File: config.mk
export PLATFORM = sky130hd
export DESIGN_NAME = bcp_clause_scheduler
export DESIGN_NICKNAME = d
export VERILOG_FILES = /design/src/rtl/bcp_clause_scheduler.sv
export SDC_FILE = /design/constraint.sdc
export NUM_CORES = 1
export LEC_CHECK = 0
export ABC_AREA = 1
export BUFFER_PORTS_ARGS = -buffer_cell sky130_fd_sc_hd__buf_2
export CORE_MARGIN = 5
export CORE_UTILIZATION = 50
export DETAILED_ROUTE_END_ITERATION = 8
export GPL_TIMING_DRIVEN = 0
export PLACE_DENSITY = 0.85
export SYNTH_ARGS = -nofsm -noshare
export SYNTH_HDL_FRONTEND = slang
export SYNTH_SLANG_ARGS = --single-unit
File: constraint.sdc
create_clock -name clk -period 2 [get_ports clk]
set_clock_uncertainty 0.1 [all_clocks]
set_input_delay 0.1 -clock clk [delete_from_list [all_inputs] [get_ports clk]]
set_output_delay 0.1 -clock clk [all_outputs]
set_load 0.005 [all_outputs]
File: src/rtl/bcp_clause_scheduler.sv
// bcp_clause_scheduler
//   Collects clause-pending flags from literal evaluation and issues one pending
//   clause index per cycle, lowest index first, to the clause-evaluation stage.
//   It also reports the end of each propagation round.
//
// Ports
//   clk         rising-edge clock
//   rst         asynchronous reset, active-high
//   flag_valid  flag_vec is valid this cycle
//   flag_vec    clauses to mark pending (bit i = clause i)
//   flush       drop all pending work and any clause waiting in the output slot
//   cl_valid    cl_idx holds a clause to evaluate (registered)
//   cl_idx      issued clause index (registered)
//   cl_ready    downstream accepts cl_idx this cycle
//   pending     current pending vector
//   busy        FSM is in BUSY
//   round_done  one-cycle pulse when a round completes (registered)
module bcp_clause_scheduler #(
    parameter int unsigned CLAUSE_NUM     = 8,
    parameter int unsigned CLAUSE_NUM_LOG = 3
) (
    input  logic                      clk,
    input  logic                      rst,
    input  logic                      flag_valid,
    input  logic [CLAUSE_NUM-1:0]     flag_vec,
    input  logic                      flush,
    output logic                      cl_valid,
    output logic [CLAUSE_NUM_LOG-1:0] cl_idx,
    input  logic                      cl_ready,
    output logic [CLAUSE_NUM-1:0]     pending,
    output logic                      busy,
    output logic                      round_done
);

    localparam logic [0:0] StIdle = 1'b0;
    localparam logic [0:0] StBusy = 1'b1;

    logic [CLAUSE_NUM-1:0]     pending_q, pending_d;
    logic                      valid_q, valid_d;
    logic [CLAUSE_NUM_LOG-1:0] idx_q, idx_d;
    logic [0:0]                state_q, state_d;
    logic                      round_done_q, round_done_d;

    logic                      enc_any;
    logic [CLAUSE_NUM_LOG-1:0] enc_idx;
    logic                      slot_load;

    // Lowest set bit wins, matching the downstream priority encoder.
    always_comb begin
        enc_any = |pending_q;
        enc_idx = '0;
        for (int i = CLAUSE_NUM - 1; i >= 0; i--) begin
            if (pending_q[i]) begin
                enc_idx = CLAUSE_NUM_LOG'(i);
            end
        end
    end

    // The slot refills when empty or when its current entry is being popped.
    // cl_ready only reaches registers, so there is no combinational path to the outputs.
    assign slot_load = !valid_q || cl_ready;

    always_comb begin
        valid_d = valid_q;
        idx_d   = idx_q;
        if (flush) begin
            valid_d = 1'b0;
        end else if (slot_load) begin
            valid_d = enc_any;
            if (enc_any) begin
                idx_d = enc_idx;
            end
        end
    end

    // Clear the issued bit first, then OR in new flags, so a clause that is
    // re-flagged in the cycle it is issued stays pending and is issued again.
    always_comb begin
        pending_d = pending_q;
        if (slot_load && enc_any) begin
            pending_d[enc_idx] = 1'b0;
        end
        if (flag_valid) begin
            pending_d = pending_d | flag_vec;
        end
        if (flush) begin
            pending_d = '0;
        end
    end

    always_comb begin
        state_d      = state_q;
        round_done_d = 1'b0;
        if (flush) begin
            state_d = StIdle;
        end else begin
            case (state_q)
                StIdle: begin
                    if (enc_any || valid_q) begin
                        state_d = StBusy;
                    end
                end
                StBusy: begin
                    // A flag arriving this cycle means the round is not over yet.
                    if (!enc_any && !valid_q && !flag_valid) begin
                        state_d      = StIdle;
                        round_done_d = 1'b1;
                    end
                end
                default: state_d = StIdle;
            endcase
        end
    end

    always_ff @(posedge clk or posedge rst) begin
        if (rst) begin
            pending_q    <= '0;
            valid_q      <= 1'b0;
            idx_q        <= '0;
            state_q      <= StIdle;
            round_done_q <= 1'b0;
        end else begin
            pending_q    <= pending_d;
            valid_q      <= valid_d;
            idx_q        <= idx_d;
            state_q      <= state_d;
            round_done_q <= round_done_d;
        end
    end

    assign cl_valid   = valid_q;
    assign cl_idx     = idx_q;
    assign pending    = pending_q;
    assign busy       = (state_q == StBusy);
    assign round_done = round_done_q;

endmodule

Yosys cells after proc, flatten, opt, wreduce, memory -nomap -nowiden:

Index checks and enable logic that the tools add are counted.

* bitwise operators: 5
* reductions and logical operators: 12
* $lt $le $gt $ge: 2
* multiplexer cells: 22

Operator list (count)
* $mux 3: 8
* $mux 8: 3
* $mux 1: 9
* $and 8x8->8: 1
* $not 8->8: 1
* $or 8x8->8: 1
* $reduce_or 8->1: 1
* $logic_and 1x1->1: 4
* $lt 3x4->1 const B: 1
* $demux 1 s3: 1
* $ge 3x1->1 const B: 1
* $logic_not 1->1: 3
* $reduce_and 3->1: 1
* $logic_or 1x1->1: 2
* $not 1->1: 2
* $pmux 1 s2: 1
* $reduce_bool 2->1: 1

* bits in registers: 14
* word-level logic and storage cells: 46
* output and inout port bits: 14

Depth between registers and ports, before layout:

* depth in word-level cells: 18
* gate-level depth with buffers: 11
* gate-level depth less buffers: 11

Worst setup path before layout:

Ideal clock, no wire load.

* path kind: reg-to-reg
* start: register pending_q[0], in the netlist pending[0]
* end: register pending_q[5], in the netlist pending[5]
* data arrival time: 1.101 ns
* path slack: 0.661 ns
* clock period less this slack: 1.339 ns
* stages on the path, launching flop included: 9
* data required time: 1.762 ns
* setup time: 0.138 ns
* path buffers: 0
* path through: dfrtp_1 > nor2_2 > inv_2 > nor2_4 > nand3_2 > nor2_1 > nand3_1 > nand2_1 > a21oi_1

* cells in the longest elaborated chain, start to end: 11
* elaborated cells between the ends (all ways): 14
* classes of those cells: order compare: 2; mux: 6; bitwise: 3; reduce/logical: 3

Ends and longest elaborated chain
* from (decl): line 38 `logic [CLAUSE_NUM-1:0] pending_q, pending_d;`
* from (signal assigned): line 123 `pending_q <= pending_d;`
* $mux 3: line 53 `if (pending_q[i]) begin`
* $lt 3x4->1 (implied by the code) or $ge 3x1->1 (tied branches): line 81 `pending_d[enc_idx] = 1'b0;`
* $logic_and 1x1->1 (implied by the code): line 81
* $mux 1 (implied by the code): line 81
* $demux 1 s3: line 81
* $not 8->8 (no line)
* $and 8x8->8 (no line)
* $mux 8 *: line 80 `if (slot_load && enc_any) begin`
* $or 8x8->8: line 84 `pending_d = pending_d | flag_vec;`
* $mux 8 *: line 83 `if (flag_valid) begin`
* $mux 8 *: line 86 `if (flush) begin`
* net pending_d[5]: line 38

The timed path passes the listed nets; every way through them passes the cells marked *.
A chain may end at the register's enable or synchronous reset.

Worst setup path after layout:

* start: register pending_q[0], in the netlist pending[0]
* end: register pending_q[7], in the netlist pending[7]

The elaborated chain is that of the path after synthesis.

==> out/results.tsv <==
stage	metric	value	unit
finish	area delta synth->final	36.22	%
cts	CTS sink cnt	14	
logic_synthesis	YS warnings	0	
cts	CTS H-tree depth	1	
logic_synthesis	Post-Syn Nets	108	
drt	antenna-violating nets left	0	
worst_setup_path	CP Capture Type	flip-flop	
logic_synthesis	Post-Syn Instances	95	
sta	Final Critical Period	1.479	ns
power_and_ir_drop	pwr/cell area	681.4	mW/mm²
worst_setup_path	CP max stage delay	0.44	ns
power_and_ir_drop	Switching Power	212.3	µW
cts	CTS buffer count	3	
placed_design	IO buf count	25	
sta	setup tns final	0	ns
cts	maximum clock insertion buffer count	2	
finish	final core occ	74.24	%
sta	Pins Over Slew Limit	0	
grt	GRT Overall Usage	16.00	%
run_status	outcome	finished, final reports clean	
cts	Clock Root Buffer	clkbuf_4	
die	die height	48.36	µm
cts	cells resized by post-CTS repair	0	
power_and_ir_drop	Sw Ratio	31.08	%
finish	most common cell after layout, fill and taps aside	nand2_1	
power_and_ir_drop	Clock power frac	22.6	%
die	die width	48.36	µm
cts	later-pin clock latency in the skew report	0.28	ns
power_and_ir_drop	Seq pwr share	49.1	%
die	Die ar.	0.002339	mm²
sta	Setup violations, final	0	
logic_synthesis	Mean Syn Cell Area	7.744	µm²
drt	Detailed Routing Iterations Pass 1	4	
drt	routed vias/inst	4.892	
sta	final hold vios	0	
sta	fmax	0.6763	GHz
drt	DR WL/cell	11.37	µm
die	IO Count	27	
logic_synthesis	count of state elements after synthesis	14	
finish	Nets	148	
worst_setup_path	Setup CP Type	flip-flop to flip-flop	
drt	DRT Wirelength	1683	µm
worst_setup_path	CP arrival	1.52	ns
drt	Starting DRT DRC Count	6	
cts	CTS clock-pin slew for the worst setup and hold paths	0.08	ns
worst_setup_path	Startpoint Class	flip-flop	
min_path	Hold Path Class	input port to flip-flop	
placed_design	HPWL after DPL	1227	µm
grt	vias in the first global route	740	
power_and_ir_drop	Int Power	470.7	µW
drt	via count	724	
sta	RSZ-0062 raised after global routing	no	
drt	DR DRC count	0	
grt	GR Overflow Total	0	
sta	Slew headroom	65.22	%
logic_synthesis	Yosys cell types	19	
power_and_ir_drop	VDD IR-drop max	0.3987	mV
cts	CTS tree	built	
sta	Slew @ Worst Pin	0.5211	ns
grt	pin count of the biggest net entering global routing	15	
power_and_ir_drop	Combinational Power Share	28.3	%
finish	layout cells sized above 1	32.33	%
worst_setup_path	Critical Path Fanout Max	5	
die	core box area	0.001350	mm²
worst_setup_path	Crit-path slowest cell	dfrtp_1	
die	Site Rows	13	
placed_design	routability cong.	0.7427	
cts	hold_buf cts	10	
finish	antenna cell count	0	
power_and_ir_drop	Leak	0.0005487	µW
worst_setup_path	critical path data required time	2.04	ns
die	Initial Util	54.49	%
run	max-cap check violation count	0	
logic_synthesis	sequential fraction of the synthesis area	47.62	%
logic_synthesis	synthesized area	735.7	µm²
worst_setup_path	crit path cell chain	nor2_2 > inv_2 > nor2_4 > nand3_2 > nor2_1 > nand3_1 > nand2_1 > a21oi_1	
cts	Post-CTS Setup Bufs	0	
finish	commonest cells after routing, fill and taps aside	31 x nand2_1, 25 x buf_2, 14 x dfrtp_1, 13 x inv_1, 10 x dlygate4sd3_1	
grt	first-pass GRT wire length	2960	µm
grt	initial antenna violation count	0	
sta	period utilisation layout	73.93	%
## final timing paths
check,start,to,slack [ns],cells after the start
hold / removal,cl_ready,cl_valid,0.11,3
min in group asynchronous,rst,cl_idx[0],0.29,3
max in group asynchronous,rst,pending[2],1.16,3
setup reg to reg,pending[0],pending[7],0.52,8
hold reg to reg,cl_valid,round_done,0.38,1
setup / recovery,pending[0],pending[7],0.52,8
## Yosys cell counts
library cell   n  area, µm²
nand2_1       31      116.4
dfrtp_1       14      350.3
inv_1         13      48.80
a21oi_1        9      45.04
nor2_1         5      18.77
o21ai_2        4      35.03
nand2_2        3      18.77
inv_2          2      7.510
nand3_1        2      10.01
nand3_2        2      20.02
o21ai_0        2      10.01
a31o_2         1      8.760
buf_1          1      3.750
clkbuf_1       1      3.750
nor2_2         1      6.260
nor2_4         1      11.26
nor4_1         1      6.260
or2_1          1      6.260
or2_4          1      8.760
## layer usage
layer	global-route usage, %	wire length [µm]	vias to the layer above
li1	-	-	372
met1	16.63	697	331
met2	27.83	873	16
met3	4.587	80	5
met4	9.677	32	0
met5	0	0	-
## logic make-up after synthesis
group	Yosys count	share of synthesized area [%]
simple gates	48	30.27
buf+inv	17	8.673
compound gates	16	13.43
flops	14	47.62
## power groups by stage
stage	clock network, µW	logic, µW	registers [µW]
final	154	194	335
after global routing	177	218	340
after CTS	159	195	335
after detailed placement	0	180	340
after global placement	0	175	339
after floorplan	0	115	343
## critical path: cells and delay by family, from the launching register on
| kind | cells | cell delay, ns |
|---|---|---|
| flops | 1 | 0.44 |
| buf+inv | 1 | 0.06 |
| compound gates | 1 | 0.07 |
| simple gates | 6 | 0.67 |
## per-stage QoR
| step | power [µW] | std cells | instance area [µm²] | hold slack [ns] | setup WS, ns |
|---|---|---|---|---|---|
| 6_report | 683.0 | 148 | 1002 | 0.1092 | 0.5214 |
| 5_1_grt | 735.5 | 148 | 1002 | 0.1077 | 0.3887 |
| 4_1_cts | 688.7 | 148 | 1002 | 0.1046 | 0.5390 |
| 3_5_place_dp | 519.6 | 135 | 879.6 | 0.05821 | 0.5605 |
| 3_3_place_gp | 513.2 | 135 | 879.6 | 0.05225 | 0.5744 |
| 2_1_floorplan | 458.1 | 95 | 735.7 | -0.1108 | 0.6607 |
## state kept, by name, summed over array words and instances (netlist names)
register and count:
cl_valid 1, pending 8, round_done 1, cl_idx 3, busy 1
## final cells by class
cell class	instances	area, µm²
Fill cell	116	347.8
Inverter	15	56.30
Multi-Input combinational cell	64	321.6
Clock buffer	3	22.52
Sequential cell	14	350.3
Buffer	2	7.507
Timing Repair Buffer	35	225.2
Tap cell	15	18.77
(Power assumes the default switching activity.)
